==> src/rtl/cpu_pkg.sv <==
// Shared fetch-stage definitions: next-PC select codes, reset PC and fetch FSM encodings.
package cpu_pkg;

    localparam logic [1:0]  NPC_SEQ = 2'b00;
    localparam logic [1:0]  NPC_BR  = 2'b01;
    localparam logic [1:0]  NPC_J   = 2'b10;
    localparam logic [1:0]  NPC_JR  = 2'b11;

    localparam logic [31:0] RESET_PC_DEFAULT = 32'h0000_3000;

    typedef enum logic [1:0] {
        ST_BOOT  = 2'd0,
        ST_FETCH = 2'd1,
        ST_STALL = 2'd2
    } fetch_state_t;

endpackage

==> src/rtl/pc_target_calc.sv <==
// Combinational next-PC candidates: sequential, branch, j and jr targets.
module pc_target_calc
    import cpu_pkg::*;
(
    input  logic [31:0] i_pc,
    input  logic [31:0] i_pc_d,
    input  logic [15:0] i_imm16,
    input  logic [25:0] i_instr_index,
    input  logic [31:2] i_rs_val,
    output logic [31:0] o_seq,
    output logic [31:0] o_br,
    output logic [31:0] o_j,
    output logic [31:0] o_jr
);

    logic [31:0] w_pcd_plus4;
    logic [31:0] w_br_off;

    assign w_pcd_plus4 = i_pc_d + 32'd4;
    assign w_br_off    = {{14{i_imm16[15]}}, i_imm16, 2'b00};

    assign o_seq = i_pc + 32'd4;
    assign o_br  = w_pcd_plus4 + w_br_off;
    // Region bits come from the delay-slot address, not the jump itself.
    assign o_j   = {w_pcd_plus4[31:28], i_instr_index, 2'b00};
    assign o_jr  = {i_rs_val[31:2], 2'b00};

endmodule

==> src/rtl/pc_fetch_ctrl.sv <==
// Fetch-stage PC owner: boot/fetch/stall FSM, one-entry redirect slot and next-PC select.
//   ST_BOOT  | one idle cycle after reset, no request
//   ST_FETCH | imem_req high, PC advances on accept
//   ST_STALL | hazard hold, no request, decode ignored
module pc_fetch_ctrl
    import cpu_pkg::*;
#(
    parameter logic [31:0] RESET_PC = RESET_PC_DEFAULT,
    parameter int          ADDR_W   = 32
) (
    input  logic              clk,
    input  logic              reset,
    input  logic              stall,
    input  logic              imem_ready,
    input  logic              dec_valid,
    input  logic              is_branch,
    input  logic              br_taken,
    input  logic              is_j,
    input  logic              is_jr,
    input  logic [15:0]       imm16,
    input  logic [25:0]       instr_index,
    input  logic [ADDR_W-1:0] rs_val,
    output logic [ADDR_W-1:0] pc,
    output logic              imem_req,
    output logic [ADDR_W-1:0] pc_d,
    output logic [ADDR_W-1:0] pc_link,
    output logic [1:0]        npcsrc,
    output logic              jr_misalign
);

    fetch_state_t      r_state;
    fetch_state_t      w_state_nxt;
    logic [ADDR_W-1:0] r_pc;
    logic [ADDR_W-1:0] r_pc_d;
    logic              r_pend_vld;
    logic [ADDR_W-1:0] r_pend_tgt;
    logic [1:0]        r_pend_src;
    logic              r_jr_mis;

    logic              w_imem_req;
    logic              w_accept;
    logic              w_capture;
    logic [1:0]        w_cap_src;
    logic [ADDR_W-1:0] w_cap_tgt;
    logic [1:0]        w_npc_src;
    logic [ADDR_W-1:0] w_npc;
    logic [ADDR_W-1:0] w_seq;
    logic [ADDR_W-1:0] w_br;
    logic [ADDR_W-1:0] w_j;
    logic [ADDR_W-1:0] w_jr;

    pc_target_calc u_target (
        .i_pc          (r_pc),
        .i_pc_d        (r_pc_d),
        .i_imm16       (imm16),
        .i_instr_index (instr_index),
        .i_rs_val      (rs_val[31:2]),
        .o_seq         (w_seq),
        .o_br          (w_br),
        .o_j           (w_j),
        .o_jr          (w_jr)
    );

    always_comb begin
        w_state_nxt = r_state;
        w_imem_req  = 1'b0;
        unique case (r_state)
            ST_BOOT:  w_state_nxt = ST_FETCH;
            ST_FETCH: begin
                w_imem_req = 1'b1;
                if (stall) w_state_nxt = ST_STALL;
            end
            ST_STALL: if (!stall) w_state_nxt = ST_FETCH;
            default:  w_state_nxt = ST_BOOT;
        endcase
    end

    assign w_accept  = w_imem_req & imem_ready;
    assign w_capture = dec_valid & ~stall & (is_jr | is_j | (is_branch & br_taken));

    always_comb begin
        w_cap_src = NPC_BR;
        w_cap_tgt = w_br;
        if (is_jr) begin
            w_cap_src = NPC_JR;
            w_cap_tgt = w_jr;
        end else if (is_j) begin
            w_cap_src = NPC_J;
            w_cap_tgt = w_j;
        end
    end

    // A fresh capture is newer than anything pending, so it wins.
    always_comb begin
        w_npc_src = NPC_SEQ;
        w_npc     = w_seq;
        if (w_capture) begin
            w_npc_src = w_cap_src;
            w_npc     = w_cap_tgt;
        end else if (r_pend_vld) begin
            w_npc_src = r_pend_src;
            w_npc     = r_pend_tgt;
        end
    end

    always_ff @(posedge clk or posedge reset) begin
        if (reset) begin
            r_state    <= ST_BOOT;
            r_pc       <= RESET_PC;
            r_pc_d     <= '0;
            r_pend_vld <= 1'b0;
            r_pend_tgt <= '0;
            r_pend_src <= NPC_SEQ;
            r_jr_mis   <= 1'b0;
        end else begin
            r_state  <= w_state_nxt;
            r_jr_mis <= w_capture & is_jr & (|rs_val[1:0]);
            if (w_accept) begin
                r_pc       <= w_npc;
                r_pc_d     <= r_pc;
                r_pend_vld <= 1'b0;
            end else if (w_capture) begin
                r_pend_vld <= 1'b1;
                r_pend_tgt <= w_cap_tgt;
                r_pend_src <= w_cap_src;
            end
        end
    end

    assign pc          = r_pc;
    assign pc_d        = r_pc_d;
    assign pc_link     = r_pc_d + ADDR_W'(8);
    assign imem_req    = w_imem_req;
    assign npcsrc      = w_accept ? w_npc_src : NPC_SEQ;
    assign jr_misalign = r_jr_mis;

endmodule

==> config.mk <==
export PLATFORM = sky130hd
export DESIGN_NAME = pc_fetch_ctrl
export DESIGN_NICKNAME = d
export VERILOG_FILES = /design/src/rtl/cpu_pkg.sv /design/src/rtl/pc_target_calc.sv /design/src/rtl/pc_fetch_ctrl.sv
export SDC_FILE = /design/constraint.sdc
export NUM_CORES = 1
export LEC_CHECK = 0
export BUFFER_PORTS_ARGS = -buffer_cell sky130_fd_sc_hd__clkbuf_2
export CAP_MARGIN = 20
export CORE_UTILIZATION = 30
export CTS_BUF_LIST = sky130_fd_sc_hd__clkbuf_4
export DETAILED_ROUTE_END_ITERATION = 10
export GPL_TIMING_DRIVEN = 1
export PLACE_DENSITY_LB_ADDON = 0.1
export SLEW_MARGIN = 20
export SYNTH_ARGS = -nofsm -noshare
export SYNTH_HDL_FRONTEND = slang
export SYNTH_HIERARCHICAL = 1
export SYNTH_SLANG_ARGS = --single-unit
export TNS_END_PERCENT = 100
==> constraint.sdc <==
create_clock -name clk -period 4.3 [get_ports clk]
set_input_delay 0.215 -clock clk [delete_from_list [all_inputs] [get_ports clk]]
set_output_delay 0.215 -clock clk [all_outputs]
set_load 0.01 [all_outputs]
==> flow_summary.toml <==
[placement]
port_buffers = 182
place_area_um2 = 9710
pre_cts_ws_ns = 0.187
dp_hpwl_mm = 22.4
gp_congestion = 0.892

[timing]
final.period_utilization_pct = 94.4
tightestPinTransition_ns = 1.06
setup_viol = 0
fmax_mhz = 246
finalHoldViolCount = 0
slew_violations = 0
fin_crit_ns = 4.06
timing.slew.headroom_pct = 29.2
fin_skew_ns = 0.0166
fin_setup_tns_ns = 0
grt_setup_unrepaired = "false"
layout_setup_ws_ns = 0.242

[power]
p_sw_share_pct = 50.0
p_per_area_nw_per_um2 = 628
power_uw = 6390
ir_drop_mv = 0.155
power.share.sequential_pct = 30.7
p_int_uw = 3190
power.switching_uw = 3190
pwr-share-comb_pct = 61.5
clockPowerShare_pct = 7.8
p_leak_uw = 0.00462

[worst_setup_path]
crit_required_ns = 4.66
endpoint_kind = "register"
crit_cells = 17
cp_slowest_cell = "dfrtp_1"
worstReg2RegEnd = "pc[29]"
crit_path_end = "pc[29]"
crit_path_cell_trace = "and4_4, buf_4, and2_1, and3_1, xor2_1, ha_1, and2_1, and3_1, nand3_1, o21ai_1, a31oi_2, o41ai_1, xor2_1, mux2i_1, nor2_1, a211oi_1, o31ai_1"
critical_path_class = "register to register"
worstPathArrival_ns = 4.42
r2r_start = "pc_d[4]"
worstPathMaxFanout = 5
critPathBufInv = 1
startpoint = "pc_d[4]"
cp-start-kind = "register"
r2r_setup_slack_ns = 0.24
crit_family = "compound AO/OA/AOI/OAI gates"
critPathMaxStageDelay_ns = 0.42
ff2ff_path_depth = 17

[finish]
fin_util_pct = 35.3
nets = 1296
final_area_um2 = 10200
seqCellArea_um2 = 2560
nFillCells = 3125
multi_input_area_um2 = 5570
layout-drive-gt1-share_pct = 25.1
area_growth_pct = 15.0

[logic_synthesis]
synth_edf_count = 0
synthTopCellsByArea = "dfrtp_1 (28%), xnor2_1 (8.1%), buf_4 (6.0%)"
ys_seq_area_share_pct = 28.9
yosys_warnings = 6
ys_types = 54
synth_common_cells = "nand2_1 (109), dfrtp_1 (100), xnor2_1 (82)"
async_reset_ff_share_pct = 100
yosysMostFrequentCell = "nand2_1"
synth-seq-cells = 102
syn-instance-count = 1041
syn_avg_cell_area_um2 = 8.50
synth_top_area_share_pct = 28.3
synth-main-ff-cell = "dfrtp_1"
syn-cell-area_um2 = 8850
synth_top_area_cell = "dfrtp_1"

[run]
max_cap_violations = 0

[grt]
track_usage_pct = 20.1
grt_pass1_wl_mm = 46.8
antenna_found_initial = 1
grt_max_degree = 101
first_global_vias = 7730
gr-total-overflow = 0

[routing]
dr.pass1.iters = 5
vias = 7952
viasPerCell = 5.08
post-route-drc-count = 0
routed_wl_mm = 30.4
ant_nets = 0
drt_iter0_drc = 398
wl_per_cell_um = 19.5

[floorplanning]
chipHeight_um = 174
num_rows = 62
initial_core_util_pct = 30.7
die_area_um2 = 30200
coreArea_um2 = 28900
die_x_um = 174
io_pins = 183

[cts]
insertion_delay_ns = 0.49
cts_num_sinks = 102
cts_max_path_buffers = 2
cts_buffers = 9
clock_tree.root_cell = "clkbuf_4"
htree_levels = 3
cts_tree = "yes"
clk_pin_slew_ns = 0.18

[status]
status = "completed"

[worst_hold_path]
hold_path_class = "input pin to register"
hold_depth = 3
timing repair:
| action | in CTS | in global routing |
|---|---|---|
| hold endpoints to repair | 70 | 0 |
| hold buffers | 24 | 0 |
| endpoints found under the setup margin | 0 | 12 |
| setup buffers | 0 | 5 |
| gates resized for setup | 0 | 20 |
registers in the layout, indices dropped and copies added, names as in the netlist:
signal       flops
pc_d            32
r_pend_vld       1
r_pend_tgt      32
r_pend_src       2
pc              32
jr_misalign      1
r_state          2
worst min-delay path: stages:
cell and delay [ns]:
clkbuf_2 0.10, a21oi_1 0.06, o21ai_0 0.13
placed cells by master, fill, tap and decap left out, types with 34 or more instances in the layout:
cell      instances
clkbuf_2        181
ha_1             36
buf_4            34
nor2_1           64
nand2_1         109
xnor2_1          81
dfrtp_1          97
a21oi_1          61
a211oi_1         64
nor2b_1          36
nand3_1          44
stage by stage:
stage | cells | hold WS (ns)
after global routing | 1563 | 0.0141
after detailed placement | 1517 | 0.383
after floorplan | 1044 | 0.311
after global placement | 1517 | 0.383
after CTS | 1557 | 0.00192
final | 1564 | 0.0402
logic make-up after synthesis:
| family | after synthesis | synth area share [%] |
|---|---|---|
| XOR/XNOR | 111 | 11.0 |
| other | 1 | 0.0424 |
| AO/OA/AOI/OAI | 253 | 18.7 |
| AND/OR/NAND/NOR | 335 | 18.8 |
| multiplexers | 64 | 7.69 |
| adder cells (fa/ha/maj) | 40 | 5.74 |
| buffers and inverters | 135 | 9.18 |
| flip-flops | 102 | 28.9 |
how the worst min path moves through the flow:
stage,slack (ns),endpoint,from
finish,0.04,r_pend_tgt[24],rs_val[24]
detailed placement,0.38,r_pend_tgt[0],reset
CTS,0.002,r_pend_tgt[24],rs_val[24]
global placement,0.38,r_pend_tgt[0],reset
floorplan,0.31,r_state[0],stall
global route,0.01,r_pend_tgt[24],rs_val[24]
layout make-up:
| class | count | area share (%) |
|---|---|---|
| multi-input cells | 807 | 54.7 |
| well taps | 384 | 4.72 |
| clock inverters | 6 | 0.295 |
| inverters | 14 | 0.541 |
| clock buffers | 10 | 0.738 |
| repair buffers | 239 | 13.8 |
| diodes | 2 | 0.0492 |
| flip-flops and latches | 102 | 25.1 |
metal layers:
layer  vias up  routed length [µm]  track usage (%)
met3        27                1080             2.63
met1      3812               15700             30.2
li1       3926                   -                -
met5         -                   0                0
met4         0                 516             4.71
met2       187               13100             30.2
power by group through the flow:
| stage | sequential (µW) | clock (µW) | combinational [µW] |
|---|---|---|---|
| floorplan | 1970 | 0 | 2420 |
| global placement | 1990 | 0 | 3830 |
| detailed placement | 1990 | 0 | 3810 |
| CTS | 1970 | 524 | 3860 |
| global route | 2040 | 556 | 4330 |
| finish | 1960 | 500 | 3930 |
Power figures use the tool's default switching activity.
